$ cat config.mk
export PLATFORM = sky130hd
export DESIGN_NAME = serial_number_source
export DESIGN_NICKNAME = d
export VERILOG_FILES = /design/src/rtl/serial_number_source.sv
export SDC_FILE = /design/constraint.sdc
export NUM_CORES = 1
export LEC_CHECK = 0
export ABC_AREA = 1
export ABC_CLOCK_PERIOD_IN_PS = 2200
export CORE_MARGIN = 4
export CORE_UTILIZATION = 52
export CTS_CLUSTER_SIZE = 25
export DETAILED_ROUTE_END_ITERATION = 12
export PLACE_DENSITY = 0.71
export SETUP_SLACK_MARGIN = 0.3
export SLEW_MARGIN = 5
export SYNTH_ARGS = -nofsm -noshare
export SYNTH_HDL_FRONTEND = slang
export SYNTH_SLANG_ARGS = --single-unit
$ cat constraint.sdc
create_clock -name clock -period 2.2 [get_ports clock]
set_input_delay 0.44 -clock clock [delete_from_list [all_inputs] [get_ports clock]]
set_output_delay 0.44 -clock clock [all_outputs]
set_load 0.005 [all_outputs]
$ cat src/rtl/serial_number_source.sv
// Serial byte receiver acting as the converter side of a soc/eoc handshake.
// One byte is captured per accepted soc; bad frames only raise ferr.
module serial_number_source #(
  parameter int BIT_TICKS = 16
) (
  input  logic       clock,
  input  logic       reset_,
  input  logic       rxd,
  input  logic       soc,
  output logic       eoc,
  output logic [7:0] numero,
  output logic       ferr
);

  typedef enum logic [2:0] {
    W_SOC,
    HUNT,
    START,
    DATA,
    STOP,
    DONE
  } state_t;

  localparam logic [15:0] FULL = 16'(BIT_TICKS - 1);
  localparam logic [15:0] HALF = 16'(BIT_TICKS / 2 - 1);

  state_t      state_q, state_d;
  logic [15:0] tick_q, tick_d;
  logic [3:0]  bit_q, bit_d;
  logic [7:0]  shift_q, shift_d;
  logic [7:0]  numero_q, numero_d;
  logic        eoc_q, eoc_d;
  logic        ferr_q, ferr_d;
  logic        prev_q;

  always_ff @(posedge clock) begin
    if (!reset_) begin
      state_q  <= W_SOC;
      tick_q   <= '0;
      bit_q    <= '0;
      shift_q  <= '0;
      numero_q <= '0;
      eoc_q    <= 1'b1;
      ferr_q   <= 1'b0;
      prev_q   <= 1'b1;
    end else begin
      state_q  <= state_d;
      tick_q   <= tick_d;
      bit_q    <= bit_d;
      shift_q  <= shift_d;
      numero_q <= numero_d;
      eoc_q    <= eoc_d;
      ferr_q   <= ferr_d;
      prev_q   <= rxd;
    end
  end

  always_comb begin
    state_d  = state_q;
    tick_d   = tick_q;
    bit_d    = bit_q;
    shift_d  = shift_q;
    numero_d = numero_q;
    eoc_d    = eoc_q;
    ferr_d   = ferr_q;
    unique case (state_q)
      W_SOC: begin
        if (soc) begin
          eoc_d   = 1'b0;
          ferr_d  = 1'b0;
          state_d = HUNT;
        end
      end
      HUNT: begin
        if (!rxd && prev_q) begin
          tick_d  = HALF;
          state_d = START;
        end
      end
      START: begin
        if (tick_q == 16'd0) begin
          if (!rxd) begin
            tick_d  = FULL;
            bit_d   = 4'd0;
            state_d = DATA;
          end else begin
            state_d = HUNT;
          end
        end else begin
          tick_d = tick_q - 16'd1;
        end
      end
      DATA: begin
        if (tick_q == 16'd0) begin
          shift_d = {rxd, shift_q[7:1]};
          tick_d  = FULL;
          bit_d   = bit_q + 4'd1;
          if (bit_q == 4'd7) begin
            state_d = STOP;
          end
        end else begin
          tick_d = tick_q - 16'd1;
        end
      end
      STOP: begin
        if (tick_q == 16'd0) begin
          if (rxd) begin
            state_d = DONE;
          end else begin
            ferr_d  = 1'b1;
            state_d = HUNT;
          end
        end else begin
          tick_d = tick_q - 16'd1;
        end
      end
      DONE: begin
        // hold the byte back until the consumer has released soc
        if (!soc) begin
          numero_d = shift_q;
          eoc_d    = 1'b1;
          state_d  = W_SOC;
        end
      end
      default: state_d = W_SOC;
    endcase
  end

  assign eoc    = eoc_q;
  assign numero = numero_q;
  assign ferr   = ferr_q;

endmodule
---- After elaboration in Yosys (flattened, before gate mapping) ----
Index checks and enable logic that the tools add are counted.
storage, ports and cells
  flip-flop bits (word level) ............. 42
  input port bits ......................... 4
  output and inout bits ................... 10
cells by class
  add/subtract/negate cells ............... 2
  equal/unequal tests ..................... 17
  muxes and demuxes ....................... 26
  bitwise logic cells ..................... 1
  reduce and logical (&&, ||, !) cells .... 15
operators by type and width
  kind                                                  count
  2-to-1 mux 16 bit                                     5
  case mux 16 bit (4 select lines)                      1
  2-to-1 mux 3 bit                                      8
  inequality test 2 bit (second input constant)         10
  case mux 3 bit (6 select lines)                       1
  zero test 16 bit                                      1
  subtractor 16 x 1 -> 16 bit (second input constant)   1
  2-to-1 mux 4 bit                                      3
  AND reduction 4 bit                                   3
  case mux 4 bit (2 select lines)                       1
  AND reduction 7 bit                                   1
  equality test 3 x 2 -> 1 bit (second input constant)  2
  equality test 3 bit (second input constant)           2
  nonzero test 2 bit                                    3
  adder 4 x 1 -> 4 bit (second input constant)          1
  equality test 4 x 3 -> 1 bit (second input constant)  1
  2-to-1 mux 1 bit                                      4
  case mux 1 bit (2 select lines)                       2
  AND reduction 2 bit                                   2
  nonzero test 4 bit                                    1
  equality test 3 x 1 -> 1 bit (second input constant)  1
  zero test 3 bit                                       1
  inequality test 3 bit (second input constant)         1
  AND reduction 3 bit                                   1
  4 further kinds                                       4

---- Depth between registers and ports, before layout ----
Gate-level depths: netlist of run 1.
  depth in word-level cells ............... 4
  gate-level depth with buffers ........... 12
  depth with buffers taken out ............ 11

---- Worst setup path after synthesis of run 1 ----
Ideal clock, no wire load.
  path kind ............................... reg-to-reg
  from .................................... register tick_q[0]
  to ...................................... register tick_q[10]
  data arrival time ....................... 1.366 ns
  setup slack ............................. 0.715 ns
  stages on the path, launching flop included .. 12
  path buffers ............................ 0
  path through ............................ dfxtp_1 -> inv_1 -> ha_1 -> nand3_1 -> nor2_1 -> nand2_1 -> nand2_1 -> nand2_2 -> inv_1 -> nand2_1 -> nand2_1 -> nor2_1
on the way
  word-level cells in the longest chain between the ends .. 3
  elaborated cells on any way between the ends .. 9
  those cells by class .................... 1 x add/sub; 2 x eq/ne; 4 x mux; 2 x reduce/logical
RTL lines
  element                                                                  line  text
  start: declaration                                                       28    logic [15:0] tick_q, tick_d;
  start signal: assignment                                                 48    tick_q <= tick_d;
  subtractor 16 x 1 -> 16 bit or zero test 16 bit (tied branches)          --
  2-to-1 mux 16 bit (tied with other cells)                                106   if (tick_q == 16'd0) begin
  case mux 16 bit (4 select lines) or AND reduction 4 bit (tied branches)  --
Several ways; a longest one is shown, not always the timed one. The select of a mux whose other input is x is not followed.
A chain may end at the register's enable or synchronous reset.

---- Worst setup path after layout of run 1 ----
  from .................................... register tick_q[8]
  to ...................................... register tick_q[7]
on the way
  word-level cells in the longest chain between the ends .. 3
  elaborated cells on any way between the ends .. 7
  those cells by class .................... 2 x eq/ne; 3 x mux; 2 x reduce/logical
RTL lines
  element                                                                            line
  zero test 16 bit *                                                                 81, 94, 106
  inequality test 3 bit (no line) (tied with other cells)                            --
  AND reduction 4 bit (no line) or case mux 16 bit (4 select lines) (tied branches)  --
Mark *: on every way between the ends. The rest lies on a longest branch, timed or not.

==> results.py, run 1 <==
metrics = {
    "floorplan": {
        "dieHeight_um": 73.5,
        "die_w_um": 73.5,
        "dieArea_um2": 5400,
        "ios": 14,
        "initial_core_util_pct": 54.6,
        "core_um2": 4090,
        "fp-row-count": 23,
    },
    "sta": {
        "worst_pin_slew_ps": 452,
        "period_needed_ps": 1720,
        "post-route-period-util_pct": 78.3,
        "slew_violations": 0,
        "clock_skew_ps": 16.6,
        "setup_violations": 0,
        "worst_slack_ps": 477,
        "rsz0062_at_grt": "no",
        "fin_tns_setup_ps": 0,
        "slew_headroom_pct": 69.8,
        "hold_violations": 0,
        "timing.fmax_mhz": 580,
    },
    "yosys": {
        "async_flop_share_pct": 0,
        "synthCells": 344,
        "ys.flop_type": "dfxtp_1",
        "synth_warnings": 0,
        "synth_cell_type_count": 29,
        "synth_edf_count": 0,
        "syn_avg_cell_area_um2": 6.49,
        "ys_ff_latch": 42,
        "synth_area_um2": 2230,
        "synth_nets": 351,
        "yosysSeqAreaShare_pct": 37.7,
    },
    "clock_tree": {
        "clock-root-buffer": "clkbuf_8",
        "clk_pin_slew_ps": 80,
        "numCtsBuffers": 5,
        "clk_latency_ps": 310,
        "clock_tree.buffer_depth": 2,
        "h-tree-depth": 2,
        "clock-sinks": 42,
        "cts_tree": "built",
    },
    "placement": {
        "portBuffers": 13,
        "gp_congestion": 0.930,
        "place_ws_ps": 260,
        "place_hpwl_um": 3690,
    },
    "pwr": {
        "total_leakage_power_uw": 0.00120,
        "p_seq_share_pct": 30.1,
        "power_switching_uw": 1690,
        "peakVddDrop_mv": 0.564,
        "switching_share_pct": 49.1,
        "intPower_uw": 1750,
        "power_density_nw_per_um2": 1350,
        "power.combinational.fraction_pct": 55.4,
        "clockPowerShare_pct": 14.6,
    },
    "critical_path": {
        "startpoint_type": "flip-flop",
        "cp-startpoint": "tick_q[8]$_SDFFE_PN0P_",
        "setup.worst_path.end_class": "flip-flop",
        "critical_path.cell_chain": "nor2_1 > nand2_1 > nor2_2 > nand3_1 > nand2_1 > nor2_2 > buf_4 > nand2_1 > nand2_1 > nand2_1 > nor2_1",
        "cp_max_fo": 20,
        "cp_top_family": "simple AND/OR/NAND/NOR gates",
        "cp_num_buf_inv": 1,
        "slowest_stage": "dfxtp_1",
        "critPathKind": "reg2reg",
        "arrival_ps": 1930,
        "required_ps": 2400,
        "slowest_delay_ps": 350,
        "crit_path_frequent_cell": "nand2_1",
        "reg2reg_from": "tick_q[8]$_SDFFE_PN0P_",
    },
    "routing": {
        "drt_iter0_drc": 156,
        "wl_um": 5120,
        "route.vias.total": 2164,
        "first_pass_iters": 5,
        "drt_drc_violations_left": 0,
        "via_per_inst": 5.20,
        "wire_per_inst_um": 12.3,
        "detail-route-antenna-nets": 0,
    },
    "cells_and_area": {
        "nNetsFinal": 372,
        "area_delta_synth_final_pct": 14.4,
        "n_antenna_cell": 0,
        "filler_cell_count": 392,
        "drive_gt1_share_pct": 10.9,
    },
    "hold_path": {
        "hold_start": "ferr$_SDFFE_PN0P_",
        "hold_path_class": "reg2reg",
    },
    "outcome": {
        "status": "completed",
    },
    "job": {
        "max_cap_viol_count": 0,
    },
    "grt": {
        "grt_pass1_vias": 2046,
        "grt_pass1_wl_um": 8930,
        "grt_max_degree": 21,
        "grt_usage_pct": 20.8,
        "antenna_found_initial": 0,
        "gr-total-overflow": 0,
    },
}
==> cells by family (layout without fill, tap and decap cells) <==
logic type,after synthesis,after routing,share of synthesized area [%]
buffers and inverters,40,62,7.12
DFF,42,42,37.7
and+or+nand+nor,212,212,41.3
adders and majority gates,3,3,1.68
AOI/OAI and AO/OA,42,42,10.2
xor gates and xnor gates,5,5,1.96
==> timing repair <==
item	CTS	global route
resized for setup	0	7
endpoints found under the setup margin	0	28
hold buffers	0	0
setup buffers	0	3
==> power by group through the flow <==
stage / Combinational, µW / Clock (µW) / Sequential [µW]
4_1_cts: 1820 / 514 / 1030
5_1_grt: 2200 / 551 / 1060
2_1_floorplan: 1450 / 0 / 1010
6_report: 1910 / 502 / 1040
3_3_place_gp: 1790 / 0 / 1050
3_5_place_dp: 1810 / 0 / 1040
==> cell usage in the layout (no fill, tap or decap), types with 2 or more instances in the layout <==
| master | count |
|---|---|
| xor2_1 | 4 |
| inv_1 | 26 |
| nand2_2 | 4 |
| nor2_1 | 67 |
| dfxtp_1 | 41 |
| buf_4 | 7 |
| o21ai_1 | 5 |
| a21oi_1 | 17 |
| nor2_4 | 3 |
| nor3_1 | 3 |
| inv_2 | 7 |
| clkbuf_8 | 5 |
| nand4_1 | 9 |
| clkdlybuf4s50_1 | 13 |
| nand3_1 | 33 |
| nand2_1 | 81 |
| ha_1 | 3 |
| o21ai_0 | 17 |
| nand2_4 | 2 |
| nor2_2 | 5 |
==> flip-flops by register name, summed over array words and instances (netlist names) <==
| register | cells |
|---|---|
| prev_q | 1 |
| bit_q | 4 |
| ferr | 1 |
| shift_q | 8 |
| numero | 8 |
| tick_q | 16 |
| state_q | 3 |
| eoc | 1 |
==> cell usage after synthesis, types with 2 or more instances <==
cell type	instances	area share (%)
nor2_4	2	1.0
nand2_1	82	14
inv_2	6	1.0
nand3_1	33	7.4
a21oi_1	17	3.8
nand2_2	5	1.4
xor2_1	4	1.6
nand4_1	9	2.5
dfxtp_1	42	38
clkbuf_1	3	0.50
ha_1	3	1.7
o21ai_1	5	1.1
nor2_1	68	11
o21ai_0	17	3.8
inv_1	27	4.5
nor2_2	5	1.4
nor3_1	3	0.67
buf_4	2	0.67
==> area by class of cell <==
class                      instances  area (µm²)  share of cell area [%]
multi-input combinational        262        1250                    49.0
sequential                        42         842                    33.0
timing repair buffer              20         183                    7.16
inverter                          34         128                    5.00
clock buffer                       6        72.6                    2.84
tap                               50        62.6                    2.45
clock inverter                     2        13.8                   0.539
==> through the flow <==
stage          power (µW)  instances  hold slack, ps  area (µm²)  utilization, %
2_1_floorplan        2450        344             450        2230               -
3_3_place_gp         2830        405             457        2420            59.3
3_5_place_dp         2860        405             470        2420            59.3
4_1_cts              3370        413             483        2510            61.4
5_1_grt              3810        416             522        2550            62.5
6_report             3440        416             483        2550            62.5
==> metal layers <==
layer	vias up	track usage (%)	share of wire, %
met5	-	0	0
li1	1146	-	-
met2	35	32.3	45
met4	0	7.24	1.1
met3	6	3.97	3.3
met1	977	28.7	50
==> worst register-to-register path: stages (launching register included) <==
cell and delay [ps]:
dfxtp_1 350, nor2_1 200, nand2_1 160, nor2_2 240
nand3_1 100, nand2_1 110, nor2_2 50, buf_4 200
nand2_1 80, nand2_1 50, nand2_1 50, nor2_1 40
==> final timing paths <==
path	to	slack (ps)	cells after the start
setup reg to reg	tick_q[7]$_SDFFE_PN0P_	480	11
hold / removal	ferr$_SDFFE_PN0P_	480	2
setup / recovery	tick_q[7]$_SDFFE_PN0P_	480	11
hold reg to reg	ferr$_SDFFE_PN0P_	480	2
No activity file was read; power rests on OpenSTA's default activity.
==> run 2: changes to the inputs <==
--- a/config.mk
+++ b/config.mk
@@ -6,12 +6,12 @@
 export NUM_CORES = 1
 export LEC_CHECK = 0
 export ABC_AREA = 1
-export ABC_CLOCK_PERIOD_IN_PS = 2200
+export ABC_CLOCK_PERIOD_IN_PS = 1380
 export CORE_MARGIN = 4
 export CORE_UTILIZATION = 52
 export CTS_CLUSTER_SIZE = 25
 export DETAILED_ROUTE_END_ITERATION = 12
-export PLACE_DENSITY = 0.71
+export PLACE_DENSITY = 0.74
 export SETUP_SLACK_MARGIN = 0.3
 export SLEW_MARGIN = 5
 export SYNTH_ARGS = -nofsm -noshare
==> constraint.sdc (replaced) <==
create_clock -name clock -period 1.38 [get_ports clock]
set_input_delay 0.276 -clock clock [delete_from_list [all_inputs] [get_ports clock]]
set_output_delay 0.276 -clock clock [all_outputs]
set_load 0.005 [all_outputs]
==> run 2 against run 1 <==
Net effect:
- the flow now finishes with violations (setup timing)
- critical path type unchanged
- count of clock-buffer cells in the layout did not move
- final area is 39% higher
- cell count increased by 18%
- flip-flop and latch count is the same
- total power rose to 2.6 times the previous value
==> results.py, run 2 (synthesis results as in run 1) <==
metrics = {
    "critical_path": {
        "startpoint_type": "flip-flop",
        "critical_path.cell_chain": "nor2_2 > nand2_2 > nand4_1 > nand2_2 > nor2_4 > buf_12 > nand3_1 > a21oi_1",
        "arrival_ps": 1920,
        "critPathKind": "reg2reg",
        "setup.worst_path.end_class": "flip-flop",
        "crit_path_frequent_cell": "nand2_2",
        "required_ps": 1590,
        "slowest_stage": "dfxtp_4",
        "slowest_delay_ps": 390,
        "cp_num_buf_inv": 1,
        "cp_max_fo": 7,
        "cp_top_family": "simple AND/OR/NAND/NOR gates",
    },
    "grt": {
        "antenna_found_initial": 0,
        "grt_usage_pct": 26.3,
        "gr-usage-met2_pct": 42.6,
        "grtUsageMet1_pct": 33.5,
        "grt_pass1_wl_um": 11100,
        "met3_usage_pct": 5.20,
        "grt_max_degree": 19,
        "grt_pass1_vias": 2465,
        "gr-total-overflow": 0,
        "grt-busiest-layer": "met2",
    },
    "sta": {
        "setup_violations": 32,
        "timing.fmax_mhz": 587,
        "post-route-period-util_pct": 123,
        "rsz0062_at_grt": "yes",
        "worst_pin_slew_ps": 612,
        "hold_violations": 0,
        "period_needed_ps": 1700,
        "clock_skew_ps": 8.36,
        "holdWs_ps": 454,
        "fin_tns_setup_ps": -5980,
        "slew_headroom_pct": 59.1,
        "slew_violations": 0,
        "worst_slack_ps": -323,
    },
    "clock_tree": {
        "clk_latency_ps": 300,
        "clock_tree.buffer_depth": 2,
        "numCtsBuffers": 5,
        "h-tree-depth": 2,
        "clock-sinks": 42,
        "cts_tree": "built",
        "ctsHoldBuffers": 0,
        "clk_pin_slew_ps": 90,
        "clock-root-buffer": "clkbuf_8",
    },
    "cells_and_area": {
        "layout_commonest_cell": "buf_4",
        "drive_gt1_share_pct": 47.0,
        "largest_reg_flops": 16,
        "filler_cell_count": 207,
        "area_delta_synth_final_pct": 58.7,
        "nNetsFinal": 446,
        "postLayoutCellArea_um2": 3540,
        "final_cell_mix": "buf_4 (65), nand2_1 (55), nor2_1 (53), dfxtp_1 (25), nand3_1 (23)",
        "n_antenna_cell": 0,
        "top_register": "tick_q",
    },
    "placement": {
        "place_ws_ps": -314,
        "gp_congestion": 0.844,
        "place_hpwl_um": 4200,
        "portBuffers": 13,
        "placed_cell_area_um2": 3020,
    },
    "routing": {
        "drt_drc_violations_left": 0,
        "wire_per_inst_um": 16.8,
        "drt_iter0_drc": 219,
        "wl_um": 8250,
        "detail-route-antenna-nets": 0,
        "route.vias.total": 2828,
        "first_pass_iters": 5,
        "via_per_inst": 5.77,
    },
    "pwr": {
        "power_density_nw_per_um2": 2540,
        "total_leakage_power_uw": 0.00169,
        "peakVddDrop_mv": 1.49,
    },
    "floorplan": {
        "die_w_um": 73.5,
        "fp-row-count": 23,
        "initial_core_util_pct": 54.6,
        "core_um2": 4090,
        "ios": 14,
        "dieArea_um2": 5400,
        "dieHeight_um": 73.5,
    },
    "job": {
        "max_cap_viol_count": 0,
    },
    "hold_path": {
        "hold_path_class": "reg2reg",
    },
    "outcome": {
        "violations": "setup timing",
        "status": "finished, violations left",
    },
}
-- run 2: changes by cell type in the layout (fill, tap and decap cells not counted), moves of 10 or more --
cell / change
clkdlybuf4s50_1: -10
buf_6: +12
dfxtp_1: -16
nand2_1: -26
buf_4: +58
nand3_1: -10
nand2_2: +18
nor2_1: -14
dfxtp_2: +13
buf_2: +10
-- run 2: area by class of cell --
class / count / area, µm² / area share, %
Clock buffer: 6 / 72.6 / 2.05
Inverter: 34 / 141 / 3.99
Clock inverter: 2 / 37.5 / 1.06
Tap cell: 50 / 62.6 / 1.77
Multi-Input combinational cell: 263 / 1590 / 44.9
Timing Repair Buffer: 93 / 768 / 21.7
Sequential cell: 42 / 870 / 24.6
-- run 2: metal layers --
metal	share of wire, %	wire length, µm
met1	40	3320
met4	6.1	505
met5	0	0
met3	7.3	606
met2	46	3820
-- run 2: worst reg2reg max path, delay by kind of cell, from the launching register on --
family | cells | cell delay [ps]
AOI/OAI and AO/OA | 1 | 200
buffers and inverters | 1 | 160
DFF | 1 | 390
and+or+nand+nor | 6 | 870
-- run 2: report_power, final --
part	leakage (µW)	switching, µW	internal, µW
logic	0.00129	3490	2810
clock network	0.0000514	467	541
registers	0.000349	234	1460
-- run 2: worst paths after layout --
path                                              start                 endpoint  slack (ps)  cells after the start
worst max-delay path            state_q[1]$_SDFFE_PN0P_  tick_q[12]$_SDFFE_PN0P_        -320                      8
worst min-delay path                  ferr$_SDFFE_PN0P_        ferr$_SDFFE_PN0P_         450                      2
worst max register to register  state_q[1]$_SDFFE_PN0P_  tick_q[12]$_SDFFE_PN0P_        -320                      8
worst min register to register        ferr$_SDFFE_PN0P_        ferr$_SDFFE_PN0P_         450                      2
-- run 2: through the flow --
| stage | power [µW] | util (%) | std cells |
|---|---|---|---|
| final | 9000 | 86.6 | 490 |
| after global routing | 9470 | 86.6 | 490 |
| after CTS | 7770 | 80.6 | 483 |
| after detailed placement | 6040 | 74.0 | 471 |
| after global placement | 5960 | 74.0 | 471 |
| after floorplan | 4260 | - | 344 |
-- run 2: timing repair --
action	CTS	global route
setup buffers	3	6
gates cloned	1	1
resized for setup	95	56
pin swaps	26	39
endpoints found under the setup margin	51	41
